==> src/rtl/fetch_pc_ctrl.sv <==
// Next-PC sequencer: owns the PC, issues instruction fetches to a variable
// latency memory, and presents the fetched word to decode over valid/ready.
// Redirects to TRAP_VEC on flush, illegal select or a misaligned target.
//
// state    | meaning
// ---------+---------------------------------------------------------------
// S_IDLE   | one cycle after reset, loads the fetch address from the PC
// S_FETCH  | request outstanding at addr_q, waiting for ack
// S_DRAIN  | flushed while a request was in flight; wait for ack, drop data
// S_DELIVER| instruction held on o_instr until consumer accepts it
module fetch_pc_ctrl #(
  parameter logic [31:0] RESET_PC = 32'h0000_0000,
  parameter logic [31:0] TRAP_VEC = 32'h0000_0010
) (
  input  logic        i_clk,
  input  logic        i_reset,
  input  logic        i_flush,
  input  logic [1:0]  i_pc_sel,
  input  logic [31:0] i_pc_imm,
  input  logic [31:0] i_alu_data,
  input  logic        i_instr_ready,
  output logic        o_imem_req,
  output logic [31:0] o_imem_addr,
  input  logic        i_imem_ack,
  input  logic [31:0] i_imem_rdata,
  output logic        o_instr_valid,
  output logic [31:0] o_instr,
  output logic [31:0] o_pc,
  output logic [31:0] o_pc_four,
  output logic        o_trap,
  output logic [31:0] o_trap_addr
);

  typedef enum logic [1:0] {
    S_IDLE    = 2'd0,
    S_FETCH   = 2'd1,
    S_DRAIN   = 2'd2,
    S_DELIVER = 2'd3
  } state_t;

  state_t      state_q, state_d;
  logic [31:0] pc_q, pc_d;
  logic [31:0] addr_q, addr_d;
  logic [31:0] instr_q, instr_d;
  logic        trap_q, trap_d;
  logic [31:0] trap_addr_q, trap_addr_d;
  logic [31:0] pc_four;
  logic [31:0] raw_tgt;

  assign pc_four = pc_q + 32'd4;

  // Raw redirect target selected by the control unit (JALR clears bit 0).
  always_comb begin
    raw_tgt = pc_four;
    case (i_pc_sel)
      2'b00:   raw_tgt = pc_four;
      2'b01:   raw_tgt = i_pc_imm;
      2'b10:   raw_tgt = i_alu_data & 32'hFFFF_FFFE;
      default: raw_tgt = TRAP_VEC;
    endcase
  end

  // Next-state, PC and trap logic.
  always_comb begin
    state_d     = state_q;
    pc_d        = pc_q;
    addr_d      = addr_q;
    instr_d     = instr_q;
    trap_d      = 1'b0;
    trap_addr_d = trap_addr_q;
    case (state_q)
      S_IDLE: begin
        if (i_flush) begin
          pc_d   = TRAP_VEC;
          addr_d = TRAP_VEC;
        end else begin
          addr_d = pc_q;
        end
        state_d = S_FETCH;
      end
      S_FETCH: begin
        if (i_imem_ack) begin
          if (i_flush) begin
            // data dropped; re-request at the trap vector right away
            pc_d   = TRAP_VEC;
            addr_d = TRAP_VEC;
          end else begin
            instr_d = i_imem_rdata;
            state_d = S_DELIVER;
          end
        end else if (i_flush) begin
          // request cannot be withdrawn; keep addr_q until ack
          pc_d    = TRAP_VEC;
          state_d = S_DRAIN;
        end
      end
      S_DRAIN: begin
        if (i_imem_ack) begin
          addr_d  = pc_q;
          state_d = S_FETCH;
        end
      end
      S_DELIVER: begin
        if (i_flush) begin
          pc_d    = TRAP_VEC;
          addr_d  = TRAP_VEC;
          state_d = S_FETCH;
        end else if (i_instr_ready) begin
          if (i_pc_sel == 2'b11) begin
            trap_d      = 1'b1;
            trap_addr_d = pc_q;
            pc_d        = TRAP_VEC;
          end else if (raw_tgt[1:0] != 2'b00) begin
            trap_d      = 1'b1;
            trap_addr_d = raw_tgt;
            pc_d        = TRAP_VEC;
          end else begin
            pc_d = raw_tgt;
          end
          addr_d  = pc_d;
          state_d = S_FETCH;
        end
      end
      default: state_d = S_IDLE;
    endcase
  end

  // State and datapath registers.
  always_ff @(posedge i_clk or negedge i_reset) begin
    if (!i_reset) begin
      state_q     <= S_IDLE;
      pc_q        <= RESET_PC;
      addr_q      <= RESET_PC;
      instr_q     <= 32'd0;
      trap_q      <= 1'b0;
      trap_addr_q <= 32'd0;
    end else begin
      state_q     <= state_d;
      pc_q        <= pc_d;
      addr_q      <= addr_d;
      instr_q     <= instr_d;
      trap_q      <= trap_d;
      trap_addr_q <= trap_addr_d;
    end
  end

  assign o_imem_req    = (state_q == S_FETCH) || (state_q == S_DRAIN);
  assign o_imem_addr   = addr_q;
  assign o_instr_valid = (state_q == S_DELIVER);
  assign o_instr       = instr_q;
  assign o_pc          = pc_q;
  assign o_pc_four     = pc_four;
  assign o_trap        = trap_q;
  assign o_trap_addr   = trap_addr_q;

endmodule

==> config.mk <==
export PLATFORM = sky130hd
export DESIGN_NAME = fetch_pc_ctrl
export DESIGN_NICKNAME = d
export VERILOG_FILES = /design/src/rtl/fetch_pc_ctrl.sv
export SDC_FILE = /design/constraint.sdc
export NUM_CORES = 1
export LEC_CHECK = 0
export BUFFER_PORTS_ARGS = -buffer_cell sky130_fd_sc_hd__buf_2
export CORE_MARGIN = 10
export CORE_UTILIZATION = 45
export DETAILED_ROUTE_END_ITERATION = 6
export PLACE_DENSITY = 0.77
export SLEW_MARGIN = 10
export SYNTH_ARGS = -nofsm -noshare
export SYNTH_HDL_FRONTEND = slang
export SYNTH_SLANG_ARGS = --single-unit
==> constraint.sdc <==
create_clock -name i_clk -period 2.25 [get_ports i_clk]
set_input_delay 0.225 -clock i_clk [delete_from_list [all_inputs] [get_ports i_clk]]
set_output_delay 0.225 -clock i_clk [all_outputs]
set_load 0.1 [all_outputs]
==> impl_metrics.env <==
export IMPL_grt_usage_pct=27.0
export IMPL_violations="setup timing"
export IMPL_drtIter0Drc=927
export IMPL_drc=0
export IMPL_setup_viol_count_final=43
export IMPL_cp_end_kind="primary output"
export IMPL_vias=8260
export IMPL_seq_area_frac_synth_pct=44.9
export IMPL_io_buffers=264
export IMPL_cpLargestDelayFamily="simple AND/OR/NAND/NOR gates"
export IMPL_vdd_ir_drop_max_uv=1480
export IMPL_crit_buf_inv=2
export IMPL_switching_power_mw=10.5
export IMPL_detail_route_antenna_nets=0
export IMPL_hold_depth=2
export IMPL_cpPeakStageDelay_ps=520
export IMPL_critPathKind="flip-flop to primary output"
export IMPL_cp_cell_sequence="ha_4 -> nand3_4 -> or4_4 -> nor4b_4 -> buf_4 -> xnor2_4 -> buf_12"
export IMPL_grt_setup_unrepaired="yes"
export IMPL_synth_distinct_cells=69
export IMPL_p_seq_share_pct=20.8
export IMPL_p_int_mw=7.08
export IMPL_num_rows=46
export IMPL_clkLatencyLatePin_ps=430
export IMPL_hold_class="input pin to flip-flop"
export IMPL_max_freq_ghz=0.374
export IMPL_power_density_nw_per_um2=1490
export IMPL_gp_congestion=0.896
export IMPL_finalCriticalPeriod_ps=2680
export IMPL_fin_skew_ps=9.53
export IMPL_syn_nets=888
export IMPL_start_kind="flip-flop"
export IMPL_dr_pass1_iters=5
export IMPL_io_pins=266
export IMPL_fin_crit_sh_pct=119
export IMPL_initial_core_util_pct=45.9
export IMPL_setup_tns_ps=-8460
export IMPL_numClockSinks=131
export IMPL_grt_max_degree=46
export IMPL_critPathMaxFanout=7
export IMPL_drt_total_wl_um=32000
export IMPL_cts_root_buf="clkbuf_16"
export IMPL_reg2regPathDepth=9
export IMPL_wire_per_inst_um=23.4
export IMPL_grt_overflow=0
export IMPL_chipWidth_um=147
export IMPL_power_total_mw=17.6
export IMPL_crit_arrival_ps=2450
export IMPL_p_comb_share_pct=62.4
export IMPL_grtUsageMet3_pct=8.69
export IMPL_grt_pass1_wl_um=46600
export IMPL_top_usage_layer="met2"
export IMPL_antenna_found_initial=2
export IMPL_worst_slew_pin_slew_ps=555
export IMPL_clk_pin_slew_ps=60
export IMPL_cts_htree_levels=4
export IMPL_ys_top_cells_by_area="dfrtp_1 (45%), mux2_2 (5.2%), nand2_1 (4.2%)"
export IMPL_cp_slowest_cell="or4_4"
export IMPL_post_dp_hpwl_um=22000
export IMPL_slew_viol_final=0
export IMPL_synth_async_sr_flop_share_pct=100
export IMPL_outcome="finished with violations"
export IMPL_cts_buffers=17
export IMPL_swShare_pct=59.8
export IMPL_clock_power_share_pct=16.9
export IMPL_max_slew_margin_rel_pct=63.3
export IMPL_fill_cells=1031
export IMPL_cap_violations=0
export IMPL_synth_cell_area_um2=7290
export IMPL_finalHoldViolCount=0
export IMPL_routed_via_density=6.03
export IMPL_fin_util_pct=74.4
export IMPL_finalNetCount=1249
export IMPL_synth_area_per_cell_um2=9.36
export IMPL_ys_warn_count=0
export IMPL_synth_seq_cells=131
export IMPL_cts_max_path_buffers=2
export IMPL_grtUsageMet1_pct=33.5
export IMPL_p_leak_nw=5.65
export IMPL_place_ws_ps=-78.3
export IMPL_yosys_area_top_type="dfrtp_1"
export IMPL_grt_pass1_vias=7979
export IMPL_ys_flop_type="dfrtp_1"
export IMPL_syn2layout_area_growth_pct=62.1
export IMPL_tritoncts="yes"
export IMPL_setup_slack_ps=-426
export IMPL_synth_edf_count=0
export IMPL_worst_path_stages=7
export IMPL_dieArea_um2=21700
export IMPL_drive_above_1_share_pct=52.0
export IMPL_synth_top_area_share_pct=44.9
export IMPL_core_area_um2=15900
export IMPL_synthCells=779
export IMPL_required_ps=2030
export IMPL_die_h_um=147
export IMPL_grt_util_met2_pct=43.4
-- routing by layer --
layer / share of wire (%) / wire, µm
met1: 38 / 12000
met2: 48 / 15200
met3: 11 / 3540
met4: 3.9 / 1240
met5: 0.022 / 7
-- registers in the layout, summed over array words and instances, names as in the netlist --
signal	flops
o_pc	32
state_q	2
o_trap_addr	32
o_instr	32
o_trap	1
o_imem_addr	32
-- power by group through the flow --
stage	Sequential, mW	Clock (mW)	Combinational, mW
global placement	3.62	0	10.7
detailed placement	3.68	0	10.8
floorplan	9.54	0	2.63
finish	3.66	2.97	11.0
CTS	3.64	2.99	10.8
global route	3.75	3.11	11.3
-- kinds of logic after synthesis --
group,after synthesis,synth area share (%)
AO/OA/AOI/OAI,230,21.5
XOR/XNOR,28,3.36
adder cells (fa/ha/maj),6,1.03
buffers and inverters,95,5.49
flip-flops,131,44.9
multiplexers,49,7.31
AND/OR/NAND/NOR,240,16.4
-- Yosys cell counts, types with 3 or more instances --
cell,n
xor2_1,7
or3_1,4
buf_4,6
nor4_1,5
nand3_1,20
buf_2,8
ha_1,6
mux2i_1,15
o2bb2ai_1,6
a31oi_1,19
nor3_1,11
buf_1,7
a221oi_1,13
nor2b_1,6
nor2_1,60
inv_1,21
a222oi_1,3
xnor2_1,21
dfrtp_1,131
nand2b_1,15
and2_1,5
clkbuf_1,50
mux2_2,34
a22o_1,27
o22a_1,6
o22ai_1,15
o21ai_0,42
a221o_1,8
and3_1,9
nand2_1,81
a211oi_1,5
nand4_1,6
a311oi_1,7
a21oi_1,51
a21o_1,9
-- layout make-up --
| type | instances | area (µm²) | share of cell area [%] |
|---|---|---|---|
| antenna | 1 | 2.50 | 0.0212 |
| clock buffer | 17 | 425 | 3.60 |
| clock inverter | 15 | 193 | 1.63 |
| inverter | 22 | 86.3 | 0.730 |
| multi-input combinational | 553 | 4460 | 37.7 |
| sequential | 131 | 3360 | 28.4 |
| tap | 216 | 270 | 2.29 |
| timing repair buffer | 415 | 3030 | 25.6 |
-- layout by cell type (no fill, tap or decap), drive strengths merged, types with 22 or more instances in the layout --
cell type / instances
nor2: 60
dfrtp: 131
buf: 414
o21ai: 44
nand3: 22
mux2: 34
a21oi: 51
inv: 29
a22o: 28
nand2: 81
-- stage by stage --
step | hold slack, ps | cells | area [µm²]
after global placement | 187 | 1283 | 10400
final | 21.1 | 1370 | 11800
after detailed placement | 185 | 1283 | 10400
after CTS | 15.5 | 1348 | 11500
after global routing | 13.5 | 1370 | 11800
after floorplan | -70.6 | 779 | 8050
-- worst register-to-register path, stage by stage (launching register included) --
cell and delay [ps]:
dfrtp_4 430, ha_4 150, nand3_4 70, or4_4 530
buf_4 190, buf_6 120, or4_4 520, o211ai_2 110
o21ai_1 100, a31oi_1 210
-- repair_timing --
action	4_1_cts	5_1_grt
pin swaps	29	30
gates cloned	0	0
resized for setup	37	38
buffers inserted	34	22
setup endpoints to repair	31	52
endpoints found under the hold margin	42	0
hold buffers	1	0
-- worst paths after layout --
kind,endpoint,slack [ps],from
worst min register to register,o_trap_addr[4],470,o_trap_addr[4]
worst max-delay path,o_pc_four[28],-430,o_pc[3]
worst min-delay path,o_instr[2],20,i_imem_rdata[2]
worst max register to register,o_imem_addr[18],-240,o_pc[3]
min in group asynchronous,o_trap_addr[23],290,i_reset
max in group asynchronous,o_pc[8],1250,i_reset
(Power assumes the default switching activity.)
